`config.mk`:
```
export PLATFORM = sky130hd
export DESIGN_NAME = i2c_master_sequencer
export DESIGN_NICKNAME = d
export VERILOG_FILES = /design/src/rtl/i2c_pkg.sv /design/src/rtl/i2c_cmd_handshake.sv /design/src/rtl/i2c_master_sequencer.sv
export SDC_FILE = /design/constraint.sdc
export NUM_CORES = 1
export LEC_CHECK = 0
export ABC_CLOCK_PERIOD_IN_PS = 4900
export CORE_ASPECT_RATIO = 0.8
export CORE_MARGIN = 3
export CORE_UTILIZATION = 56
export DETAILED_ROUTE_END_ITERATION = 16
export PLACE_DENSITY = 0.85
export SLEW_MARGIN = 20
export SYNTH_ARGS = -nofsm -noshare
export SYNTH_HDL_FRONTEND = slang
export SYNTH_SLANG_ARGS = --single-unit
```
`constraint.sdc`:
```
create_clock -name clk_i -period 4.9 [get_ports clk_i]
set_input_delay 0.98 -clock clk_i [delete_from_list [all_inputs] [get_ports clk_i]]
set_output_delay 0.98 -clock clk_i [all_outputs]
set_load 0.02 [all_outputs]
```
`src/rtl/i2c_pkg.sv`:
```
// Shared types and constants for the I2C master sequencer and its command handshake.
package i2c_pkg;

    typedef enum logic [3:0] {
        ST_IDLE,
        ST_START,
        ST_ADDR_W,
        ST_REG,
        ST_WDATA,
        ST_RSTART,
        ST_ADDR_R,
        ST_RDATA,
        ST_STOP,
        ST_DONE
    } seq_state_t;

    typedef enum logic [1:0] {
        PH_ISSUE,
        PH_SKIP,
        PH_WAIT
    } phase_t;

    localparam logic I2C_RD = 1'b1;
    localparam logic I2C_WR = 1'b0;

endpackage

```
`src/rtl/i2c_cmd_handshake.sv`:
```
// One-command handshake with i2c_transaction_ctrl: ISSUE / SKIP / WAIT phases plus
// a per-command watchdog. Completion and timeout are same-cycle pulses for the sequencer.
module i2c_cmd_handshake
    import i2c_pkg::*;
#(
    parameter int unsigned TIMEOUT_CYC = 65535,
    parameter int unsigned TO_W        = 16
) (
    input  logic clk_i,
    input  logic rst_i,
    input  logic cmd_req,
    input  logic ctrl_ready,
    output logic cmd_valid,
    output logic fire_c,
    output logic cmp_c,
    output logic timeout_c
);

    phase_t          phase;
    logic [TO_W-1:0] wd_cnt;
    logic            wd_hit_c;

    assign fire_c    = (phase == PH_ISSUE) && cmd_req && ctrl_ready;
    assign cmp_c     = (phase == PH_WAIT) && ctrl_ready;
    assign wd_hit_c  = (wd_cnt == TO_W'(TIMEOUT_CYC - 1));
    // Completion wins over a watchdog expiry landing in the same cycle
    assign timeout_c = (phase != PH_ISSUE) && !cmp_c && wd_hit_c;

    always_ff @(posedge clk_i or posedge rst_i) begin
        if (rst_i) begin
            phase     <= PH_ISSUE;
            wd_cnt    <= '0;
            cmd_valid <= 1'b0;
        end else begin
            cmd_valid <= fire_c;
            case (phase)
                PH_ISSUE: begin
                    if (fire_c) begin
                        phase  <= PH_SKIP;
                        wd_cnt <= '0;
                    end
                end
                PH_SKIP, PH_WAIT: begin
                    if (cmp_c || timeout_c) begin
                        phase <= PH_ISSUE;
                    end else begin
                        phase  <= PH_WAIT;
                        wd_cnt <= wd_cnt + TO_W'(1);
                    end
                end
                default: phase <= PH_ISSUE;
            endcase
        end
    end

endmodule

```
`src/rtl/i2c_master_sequencer.sv`:
```
// Turns one register-access request into the full I2C command sequence for
// i2c_transaction_ctrl, streaming write/read bytes and reporting done/NACK/timeout.
module i2c_master_sequencer
    import i2c_pkg::*;
#(
    parameter int unsigned LEN_W       = 4,
    parameter int unsigned TIMEOUT_CYC = 65535,
    parameter int unsigned TO_W        = 16
) (
    input  logic             clk_i,
    input  logic             rst_i,
    input  logic             req_valid_i,
    output logic             req_ready_o,
    input  logic             req_rnw_i,
    input  logic [6:0]       req_dev_addr_i,
    input  logic [7:0]       req_reg_addr_i,
    input  logic [LEN_W-1:0] req_len_i,
    input  logic [7:0]       wr_data_i,
    input  logic             wr_valid_i,
    output logic             wr_ready_o,
    output logic [7:0]       rd_data_o,
    output logic             rd_valid_o,
    output logic             done_o,
    output logic             err_nack_o,
    output logic             err_timeout_o,
    output logic             ctrl_cmd_valid_o,
    input  logic             ctrl_ready_i,
    output logic             ctrl_start_o,
    output logic             ctrl_stop_o,
    output logic             ctrl_byte_send_o,
    output logic [7:0]       ctrl_byte_o,
    output logic             ctrl_byte_rcv_o,
    output logic             ctrl_ack_en_o,
    input  logic             ctrl_ack_i,
    input  logic [7:0]       ctrl_byte_i
);

    seq_state_t       state;
    logic             rnw;
    logic [6:0]       dev_addr;
    logic [7:0]       reg_addr;
    logic [LEN_W-1:0] len;
    logic [LEN_W-1:0] remaining;
    logic             cmd_req_c;
    logic             fire_c;
    logic             cmp_c;
    logic             timeout_c;
    logic             last_c;

    assign req_ready_o = (state == ST_IDLE);
    assign last_c      = (remaining == LEN_W'(1));

    // Write data bytes may only be issued once the source has a byte ready
    always_comb begin
        cmd_req_c = 1'b0;
        case (state)
            ST_START, ST_ADDR_W, ST_REG, ST_RSTART,
            ST_ADDR_R, ST_RDATA, ST_STOP: cmd_req_c = 1'b1;
            ST_WDATA:                     cmd_req_c = wr_valid_i;
            default:                      cmd_req_c = 1'b0;
        endcase
    end

    i2c_cmd_handshake #(
        .TIMEOUT_CYC(TIMEOUT_CYC),
        .TO_W       (TO_W)
    ) u_handshake (
        .clk_i     (clk_i),
        .rst_i     (rst_i),
        .cmd_req   (cmd_req_c),
        .ctrl_ready(ctrl_ready_i),
        .cmd_valid (ctrl_cmd_valid_o),
        .fire_c    (fire_c),
        .cmp_c     (cmp_c),
        .timeout_c (timeout_c)
    );

    always_ff @(posedge clk_i or posedge rst_i) begin
        if (rst_i) begin
            state            <= ST_IDLE;
            rnw              <= 1'b0;
            dev_addr         <= '0;
            reg_addr         <= '0;
            len              <= '0;
            remaining        <= '0;
            ctrl_start_o     <= 1'b0;
            ctrl_stop_o      <= 1'b0;
            ctrl_byte_send_o <= 1'b0;
            ctrl_byte_o      <= '0;
            ctrl_byte_rcv_o  <= 1'b0;
            ctrl_ack_en_o    <= 1'b0;
            wr_ready_o       <= 1'b0;
            rd_data_o        <= '0;
            rd_valid_o       <= 1'b0;
            done_o           <= 1'b0;
            err_nack_o       <= 1'b0;
            err_timeout_o    <= 1'b0;
        end else begin
            ctrl_start_o     <= 1'b0;
            ctrl_stop_o      <= 1'b0;
            ctrl_byte_send_o <= 1'b0;
            ctrl_byte_rcv_o  <= 1'b0;
            ctrl_ack_en_o    <= 1'b0;
            wr_ready_o       <= 1'b0;
            rd_valid_o       <= 1'b0;
            done_o           <= 1'b0;

            // Command strobes, launched together with ctrl_cmd_valid_o
            if (fire_c) begin
                case (state)
                    ST_START, ST_RSTART: ctrl_start_o <= 1'b1;
                    ST_ADDR_W: begin
                        ctrl_byte_send_o <= 1'b1;
                        ctrl_byte_o      <= {dev_addr, I2C_WR};
                    end
                    ST_REG: begin
                        ctrl_byte_send_o <= 1'b1;
                        ctrl_byte_o      <= reg_addr;
                    end
                    ST_WDATA: begin
                        ctrl_byte_send_o <= 1'b1;
                        ctrl_byte_o      <= wr_data_i;
                        wr_ready_o       <= 1'b1;
                    end
                    ST_ADDR_R: begin
                        ctrl_byte_send_o <= 1'b1;
                        ctrl_byte_o      <= {dev_addr, I2C_RD};
                    end
                    ST_RDATA: begin
                        ctrl_byte_rcv_o <= 1'b1;
                        ctrl_ack_en_o   <= !last_c;
                    end
                    ST_STOP: ctrl_stop_o <= 1'b1;
                    default: ;
                endcase
            end

            if (timeout_c) begin
                err_timeout_o <= 1'b1;
                done_o        <= 1'b1;
                state         <= ST_DONE;
            end else if (state == ST_IDLE) begin
                if (req_valid_i) begin
                    rnw           <= req_rnw_i;
                    dev_addr      <= req_dev_addr_i;
                    reg_addr      <= req_reg_addr_i;
                    len           <= req_len_i;
                    remaining     <= req_len_i;
                    err_nack_o    <= 1'b0;
                    err_timeout_o <= 1'b0;
                    state         <= ST_START;
                end
            end else if (state == ST_DONE) begin
                state <= ST_IDLE;
            end else if (cmp_c) begin
                case (state)
                    ST_START:  state <= ST_ADDR_W;
                    ST_ADDR_W: begin
                        err_nack_o <= ctrl_ack_i;
                        state      <= ctrl_ack_i ? ST_STOP : ST_REG;
                    end
                    ST_REG: begin
                        err_nack_o <= ctrl_ack_i;
                        if (ctrl_ack_i || (len == '0)) begin
                            state <= ST_STOP;
                        end else begin
                            state <= (rnw == I2C_RD) ? ST_RSTART : ST_WDATA;
                        end
                    end
                    ST_WDATA: begin
                        err_nack_o <= ctrl_ack_i;
                        remaining  <= remaining - LEN_W'(1);
                        if (ctrl_ack_i || last_c) begin
                            state <= ST_STOP;
                        end
                    end
                    ST_RSTART: state <= ST_ADDR_R;
                    ST_ADDR_R: begin
                        err_nack_o <= ctrl_ack_i;
                        state      <= ctrl_ack_i ? ST_STOP : ST_RDATA;
                    end
                    // Controller ack after a received byte is our own ACK/NACK; ignore it
                    ST_RDATA: begin
                        rd_data_o  <= ctrl_byte_i;
                        rd_valid_o <= 1'b1;
                        remaining  <= remaining - LEN_W'(1);
                        if (last_c) begin
                            state <= ST_STOP;
                        end
                    end
                    ST_STOP: begin
                        done_o <= 1'b1;
                        state  <= ST_DONE;
                    end
                    default: state <= ST_IDLE;
                endcase
            end
        end
    end

endmodule

```
# After elaboration in Yosys (flattened, before gate mapping)
# Cells that the tools add are included.
word_totals:
  output_inout_bits: 28
  ff_bits: 73
  mem_count: 0
  romBits: 0
  ram_bits: 0
  input_bits: 42
  elab_cells: 133
  latch_bits: 0
op_classes:
  div_mod_pow: 0
  order_cmp: 0
  shift: 0
  n_reduce_logical: 35
  bitwise_logic: 3
  eq_ne: 20
  n_mux: 52
  add_sub_neg: 2
  n_mul: 0
op_table:
  columns: ["operator", "count"]
  rows:
  - ["two-way mux 4 bit", 15]
  - ["two-way mux 16 bit", 2]
  - ["one-hot mux 16 bit (2 select lines)", 1]
  - ["one-hot mux 4 bit (8 select lines)", 1]
  - ["one-hot mux 8 bit (4 select lines)", 1]
  - ["two-way mux 1 bit", 28]
  - ["adder 16 x 1 -> 16 bit, second input constant", 1]
  - ["== test 16 bit, second input constant", 1]
  - ["== test 4 x 3 -> 1 bit, second input constant", 4]
  - ["AND reduction 5 bit", 3]
  - ["nonzero test 2 bit", 7]
  - ["inequality test 5 x 4 -> 1 bit, second input constant", 2]
  - ["== test 4 x 1 -> 1 bit, second input constant", 2]
  - ["== test 4 x 2 -> 1 bit, second input constant", 2]
  - ["== test 4 bit, second input constant", 2]
  - ["zero test 4 bit", 2]
  - ["nonzero test 4 bit", 2]
  - ["OR reduction 7 bit", 1]
  - ["inequality test 2 bit, second input constant", 3]
  - ["AND reduction 3 bit", 2]
  - ["OR reduction 2 bit", 3]
  - ["logical AND 1 bit", 5]
  - ["two-way mux 2 bit", 2]
  - ["one-hot mux 2 bit (2 select lines)", 1]
  - ["other kinds (13)", 19]

# Logic depth before layout (Yosys ltp)
# Gate-level depths: netlist of the first run.
depth:
  depth_word: 8
  ltp_mapped: 9
  mapped_depth_nobuf: 7

# Cells and area by module
# Synthesis of the first run repeated with hierarchy kept, for this count alone.
unflattened:
  cells_unflattened: 356
  area_unflattened_um2: 3823.7
modules_own_cells:
  columns: ["module", "n_inst", "cells_each", "area_per_inst_um2", "seq_area_each_um2"]
  rows:
  - ["i2c_master_sequencer", 1, 227, 2641.3, 1351.3]
  - ["i2c_cmd_handshake", 1, 129, 1182.4, 475.5]

# Worst setup path before layout of the first run
# Ideal clock, no wire load.
synth_timing:
  path_kind: "input-to-reg"
  startpoint: "in wr_valid_i"
  endpoint: "reg u_handshake.wd_cnt[3]"
  path_buffers: 2
  cell_stages: 7
  slack_ns: 2.370
  arrival_time_ns: 2.452
  cell_sequence: "a211oi_1 > o221ai_4 > o31ai_1 > clkbuf_1 > clkbuf_1 > o21ai_1 > a21oi_1"
synth_via:
  elab_chain_len: 5
synth_rtl:
  columns: ["element", "line", "source"]
  rows:
  - ["start, declared", "i2c_master_sequencer.sv:19", "input logic wr_valid_i,"]
  - ["one-hot mux 1 bit (2 select lines)", "i2c_master_sequencer.sv:56", "case (state)"]
  - ["logical AND 1 bit (2 in a row)", "i2c_cmd_handshake.sv:23", "assign fire_c = (phase == PH_ISSUE) && cmd_req && ctrl_ready;"]
  - ["inequality test 2 x 1 -> 1 bit (no source line)", null, null]
  - ["AND reduction 3 bit (no source line)", null, null]
  - ["end signal, assigned", "i2c_cmd_handshake.sv:48", "wd_cnt <= wd_cnt + TO_W'(1);"]
  - ["end, declared", "i2c_cmd_handshake.sv:20", "logic [TO_W-1:0] wd_cnt;"]
# No other way between the ends.
# A chain may end at the register's enable or synchronous reset.

# Worst setup path in the final report of the first run
layout_timing:
  startpoint: "in ctrl_ready_i"
  endpoint: "reg dev_addr[3]"
layout_via:
  elab_chain_len: 6
layout_rtl:
  columns: ["element", "line", "source"]
  rows:
  - ["start, declared", "i2c_master_sequencer.sv:27", "input logic ctrl_ready_i,"]
  - ["logical AND 1 bit", "i2c_cmd_handshake.sv:24", "assign cmp_c = (phase == PH_WAIT) && ctrl_ready;"]
  - ["zero test 1 bit", "i2c_cmd_handshake.sv:27", "assign timeout_c = (phase != PH_ISSUE) && !cmp_c && wd_hit_c;"]
  - ["logical AND 1 bit (2 in a row)", "i2c_cmd_handshake.sv:27", null]
  - ["inverter 1 bit (no source line)", null, null]
  - ["AND reduction 3 bit (no source line)", null, null]
  - ["end signal, assigned", "i2c_master_sequencer.sv:145", "dev_addr <= req_dev_addr_i;"]
  - ["end, declared", "i2c_master_sequencer.sv:40", "logic [6:0] dev_addr;"]
# No other way between the ends.

==> run_results.csv, run 1 <==
group,metric,value,unit
placed_design,dp_cells,482,
detailed_routing,drc,0,
grt,grt.total_usage,24.6,%
worst_setup_path,crit_cells,5,
clock_network,postCtsSetupRepairBufs,0,
sta,hold_viol,0,
sta,fin_ws,1810,ps
detailed_routing,antenna_left,0,
hold_path,hold_depth,2,
synth,synthCells,346,
clock_network,clk_latency,360,ps
sta,setup_viol,0,
synth,synth_top_area_share,50.4,%
floorplanning,start_util,59.4,%
flow_run,cap_violations,0,
clock_network,cts_buffer_depth,2,
sta,setup-tns-final,0,ps
floorplanning,dieArea,7480,um^2
finish,area_growth,27.5,%
placed_design,hpwl,6140,um
clock_network,ctsResizeCount,0,
synth,synth-edff-count,0,
floorplanning,die_w,96.0,um
detailed_routing,drtIter0Drc,340,
detailed_routing,drtPass1Iterations,5,
power,p_leak,1.97,nW
sta,slew_viol_final,0,
sta,relSlewSlack,33.5,%
placed_design,gp_congestion,0.885,
clock_network,cts_max_level,3,
worst_setup_path,cp_data_required_time,5140,ps
grt,grt_pass1_wl,13900,um
synth,ys_ff_latch,73,
placed_design,pre_cts_slack,1480,ps
grt,antenna_found_initial,0,
worst_setup_path,path_cells,"clkdlybuf4s50_1 -> nand2_1 -> nand4b_1 -> nand3_1 -> mux2_1",
placed_design,dpl_cell_area,4380,um^2
synth,yosysMostFrequentCell,"dfrtp_1",
sta,rsz0062_at_grt,"false",
sta,finalClockSkew,9.09,ps
power,p_int,1.67,mW
power,p_comb_share,41.7,%
worst_setup_path,critPathTopFamily,"simple AND/OR/NAND/NOR gates",
grt,grt_overflow_total,0,
finish,stdcell_area,4620,um^2
synth,synth_cell_types,59,
detailed_routing,routed_wl,8600,um
detailed_routing,vias_per_cell,6.06,
synth,synthFlopType,"dfrtp_1",
finish,num-fill-cells,414,
finish,nNetsFinal,461,
hold_path,hold_path_class,"flop to flop",
power,pwr-share-seq,37.0,%
worst_setup_path,cp.arrival,3330,ps
worst_setup_path,reg2reg_depth,4,
grt,grt_pass1_vias,2797,
worst_setup_path,crit_buf_inv,1,
sta,post-route-period-util,63.0,%
worst_setup_path,path_class,"input port to flop",
synth,synth_common_cells,"dfrtp_1, nand2_1, a21oi_1, mux2_2",
power,power_density,583,nW/um^2
synth,synth_warnings,0,
worst_setup_path,crit_path_start_kind,"input port",
worst_setup_path,cp-end-kind,"flop",
run_status,outcome,"completed",
finish,layout-drive-gt1-share,12.5,%
finish,final_cells,498,
power,power,2.70,mW
worst_setup_path,slowest_delay,760,ps
synth,synth_area_leaders,"dfrtp_1, mux2_2, nand2_1, a21oi_1, ha_1",
clock_network,cts_buffers,9,
floorplanning,chipHeight,78.0,um
synth,synth_seq_area_share,50.4,%
floorplanning,rows,25,
worst_setup_path,slowest_stage,"nand3_1",
synth,synthArstFlopShare,100,%
clock_network,postCtsHoldBufs,0,
power,ir_worst_vdd,0.000399,V
floorplanning,coreArea,6100,um^2
synth,yosys.area.top_type,"dfrtp_1",
clock_network,cts_root_buf,"clkbuf_8",
clock_network,cts_tree,"done",
clock_network,clk_pin_slew,80,ps
synth,syn_avg_cell_area,10.5,um^2
synth,syn_area,3620,um^2
floorplanning,num_io_pins,70,
sta,period_needed,3090,ps
power,p_sw_share,38.0,%
power,netSwitchingPower,1.02,mW
placed_design,portBuffers,69,
finish,diodes,0,
clock_network,clock-sinks,73,
synth,synth.net_count,395,
sta,tightest_slew,994,ps
detailed_routing,routed-via-count,3016,
detailed_routing,wl_per_cell,17.3,um
power,clock_power_share,21.3,%
worst_setup_path,regToRegSetupSlack,1970,ps
sta,max_freq,0.324,GHz
worst_setup_path,critPathMaxFanout,20,
grt,grt_max_degree,38,
[layer usage]
metal	up-vias	GRT usage (%)	routed length, um
met5	-	0	0
met4	0	6.25	107
met3	17	7.85	754
met2	135	35.0	3820
met1	1457	36.2	3920
li1	1407	-	-
[state kept, by name, indices dropped and copies added, names as in the netlist]
name                   cells
dev_addr                   7
u_handshake.wd_cnt        16
u_handshake.phase          2
reg_addr                   8
ctrl_stop_o                1
rd_valid_o                 1
ctrl_byte_send_o           1
ctrl_start_o               1
ctrl_byte_o                8
ctrl_ack_en_o              1
rd_data_o                  8
wr_ready_o                 1
remaining                  4
done_o                     1
err_timeout_o              1
len                        4
err_nack_o                 1
u_handshake.cmd_valid      1
state                      4
ctrl_byte_rcv_o            1
rnw                        1
[cells in the final DEF, fill, tap and decap left out, types with 3 or more instances in the layout]
cell / netlist / routed
nor3_1: 10 / 10
clkdlybuf4s50_1: 0 / 69
clkbuf_8: 0 / 9
or3_1: 11 / 11
nand4b_1: 3 / 3
nand2b_1: 4 / 4
o221ai_1: 3 / 3
mux2_1: 7 / 7
a31oi_1: 3 / 3
and3_1: 3 / 3
nor2b_1: 5 / 5
nand2_1: 34 / 34
mux2_2: 21 / 21
nor2_1: 9 / 9
nand3_1: 10 / 10
ha_1: 7 / 7
o21ai_0: 11 / 11
o31ai_1: 4 / 3
o21ai_1: 11 / 11
a21oi_1: 22 / 22
inv_1: 13 / 12
bufinv_16: 0 / 3
buf_4: 0 / 5
dfrtp_1: 73 / 73
mux2i_1: 4 / 4
a22o_1: 7 / 7
nand4_1: 7 / 7
or4_1: 4 / 4
[power groups by stage]
stage	logic, mW	clock network [mW]	registers [mW]
floorplan	0.745	0	0.997
global placement	1.08	0	0.985
detailed placement	1.11	0	1.00
CTS	1.12	0.583	0.992
global route	1.22	0.607	1.03
finish	1.12	0.576	0.998
[final timing paths]
check / start / endpoint
worst max-delay path: ctrl_ready_i / dev_addr[3]
worst max register to register: state[3] / ctrl_byte_o[0]
min in group asynchronous: rst_i / rd_data_o[0]
worst min register to register: err_timeout_o / err_timeout_o
worst min-delay path: err_timeout_o / err_timeout_o
max in group asynchronous: rst_i / state[2]
[metrics by stage]
step / util, % / hold WS [ps]
2_1_floorplan: - / 465
3_3_place_gp: 71.8 / 462
6_report: 75.8 / 486
5_1_grt: 75.8 / 516
3_5_place_dp: 71.8 / 469
4_1_cts: 75.8 / 491
[kinds of logic (layout without fill, tap and decap cells)]
kind of cell / after synthesis / after routing / share of synthesized area, %
simple gates: 116 / 116 / 17.5
mux: 32 / 32 / 9.80
flops: 73 / 73 / 50.4
fa+ha+maj: 7 / 7 / 2.42
buf+inv: 33 / 104 / 3.80
compound gates: 85 / 85 / 16.1
[worst register-to-register path: stages (launching register included)]
cell and delay (ps):
dfrtp_1 730, or4b_4 590, o22ai_1 490, nand3_1 610
o31ai_1 410
[final cells by class]
type | count | area, um^2 | area share (%)
Tap cell | 81 | 101 | 2.19
Inverter | 14 | 52.6 | 1.14
Clock buffer | 10 | 128 | 2.76
Multi-Input combinational cell | 240 | 1670 | 36.2
Clock inverter | 6 | 115 | 2.49
Sequential cell | 73 | 1830 | 39.5
Timing Repair Buffer | 74 | 728 | 15.8
Power figures use the tool's default switching activity.
==> run 2, diff against run 1 <==
- ABC_CLOCK_PERIOD_IN_PS: 4900 -> 2600
- CORE_UTILIZATION: 56 -> 47
- PLACE_DENSITY: 0.85 -> 0.76
- clock period: 4.9 -> 2.6 ns (I/O delays scaled with it)
==> run 2 against run 1 <==
Net effect: highest routed layer unchanged; first-iteration DRC count fell by 40%; setup slack lost 1700 ps; final cell count increased by 7.0%; final area rose by 2.8%; via count increased by 0.46%; non-clock buffer count grew 15; die area is 18% higher; critical endpoint is now req_ready_o; count of clock-buffer cells in the layout shrank 1; largest cell class unchanged.
==> run_results.csv, run 2 (synthesized netlist as in run 1, its figures left out) <==
group,metric,value,unit
run_status,outcome,"completed",
clock_network,clk_latency,360,ps
placed_design,portBuffers,69,
floorplanning,die_w,104,um
power,power,5.10,mW
detailed_routing,routed_wl,9030,um
floorplanning,chipHeight,84.5,um
sta,slew_viol_final,0,
clock_network,clk_pin_slew,90,ps
finish,largest_reg_flops,16,
sta,rsz0062_at_grt,"false",
worst_setup_path,cp-end-kind,"output pin",
finish,layout-drive-gt1-share,15.7,%
clock_network,cts_root_buf,"clkbuf_8",
floorplanning,dieArea,8810,um^2
sta,max_freq,0.403,GHz
clock_network,cts_buffer_depth,2,
detailed_routing,antenna_left,0,
sta,setup-tns-final,0,ps
power,power_density,1070,nW/um^2
hold_path,hold_path_class,"flop to flop",
finish,seq_area,1830,um^2
floorplanning,start_util,50.6,%
sta,post-route-period-util,95.3,%
placed_design,pre_cts_slack,21.0,ps
detailed_routing,drtPass1Iterations,4,
worst_setup_path,path_class,"flop to output pin",
grt,grt_pass1_wl,15300,um
finish,final_common_cell,"dfrtp_1",
detailed_routing,wl_per_cell,16.9,um
finish,nNetsFinal,476,
grt,grt.total_usage,21.6,%
sta,period_needed,2480,ps
power,ir_worst_vdd,0.000717,V
finish,final_cell_mix,"dfrtp_1, clkdlybuf4s50_1, nand2_1",
clock_network,cts_max_level,3,
sta,hold_viol,0,
worst_setup_path,crit_path_start_kind,"flop",
power,p_leak,2.04,nW
clock_network,cts_tree,"done",
clock_network,postCtsSetupRepairBufs,0,
worst_setup_path,cp.arrival,1960,ps
worst_setup_path,cp_data_required_time,2080,ps
placed_design,dp_cells,517,
sta,tightest_slew,659,ps
floorplanning,num_io_pins,70,
grt,antenna_found_initial,0,
placed_design,gp_congestion,0.879,
grt,grt_pass1_vias,3003,
clock_network,clock-sinks,73,
finish,diodes,0,
detailed_routing,drtIter0Drc,205,
sta,fin_ws,121,ps
detailed_routing,drc,0,
sta,relSlewSlack,55.5,%
finish,num-fill-cells,559,
placed_design,hpwl,6390,um
grt,grt_max_degree,74,
finish,multi_input_area,1680,um^2
grt,grt_overflow_total,0,
sta,finalClockSkew,9.58,ps
floorplanning,coreArea,7160,um^2
detailed_routing,vias_per_cell,5.68,
floorplanning,rows,27,
worst_setup_path,critPathMaxFanout,17,
clock_network,cts_buffers,9,
detailed_routing,routed-via-count,3030,
sta,setup_viol,0,
finish,largest_register,"u_handshake.wd_cnt",
finish,final_cells,533,
flow_run,cap_violations,0,
finish,area_growth,31.1,%
finish,utilization,66.4,%
==> run 2: changes by cell type in the layout (fill, tap and decap cells not counted), sizes merged <==
cell | before | now
buf | 5 | 20
bufinv | 3 | 1
clkbuf | 10 | 9
inv | 15 | 16
clkinv | 1 | 3
==> run 2: timing repair <==
action                     in CTS  in global routing
hold buffers                    0                  0
setup endpoints to repair       0                  1
gates resized for setup         0                  1
hold endpoints to repair        0                  0
==> run 2: per-stage QoR <==
| stage | area (um^2) | hold WS [ps] |
|---|---|---|
| CTS | 4740 | 499 |
| detailed placement | 4540 | 475 |
| floorplan | 3620 | 465 |
| global placement | 4540 | 461 |
| finish | 4750 | 492 |
| global route | 4750 | 519 |
==> run 2: area by class of cell <==
cell class	instances	area share (%)
inverters	14	1.11
clock inverters	7	1.63
flip-flops and latches	73	38.4
multi-input cells	240	35.4
well taps	101	2.66
clock buffers	9	2.61
repair buffers	89	18.2
==> run 2: critical path, stage by stage (launching register included) <==
cell	delay (ps)
dfrtp_1	390
buf_4	200
nor4_2	350
clkdlybuf4s50_1	670
==> run 2: worst paths after layout <==
| path | startpoint | end | slack (ps) | depth (start not counted) |
|---|---|---|---|---|
| setup reg to reg | u_handshake.phase[0] | u_handshake.wd_cnt[5] | 230 | 8 |
| min in group asynchronous | rst_i | rd_data_o[6] | 560 | 3 |
| setup / recovery | state[0] | req_ready_o | 120 | 3 |
| hold reg to reg | ctrl_byte_o[4] | ctrl_byte_o[4] | 490 | 2 |
| max in group asynchronous | rst_i | remaining[3] | 1730 | 3 |
| hold / removal | ctrl_byte_o[4] | ctrl_byte_o[4] | 490 | 2 |
==> run 2: per-layer routing <==
metal / part of all wire, % / GRT usage [%]
met2: 45 / 32.4
met1: 47 / 30.6
met4: 1.1 / 7.13
met5: 0 / 0
met3: 6.9 / 5.61
==> run 2: power by group <==
part	internal [mW]	leakage (nW)	switching, mW
clock network	0.451	0.100	0.453
logic	1.13	0.990	1.29
registers	1.52	0.948	0.249
total	3.11	2.04	1.99
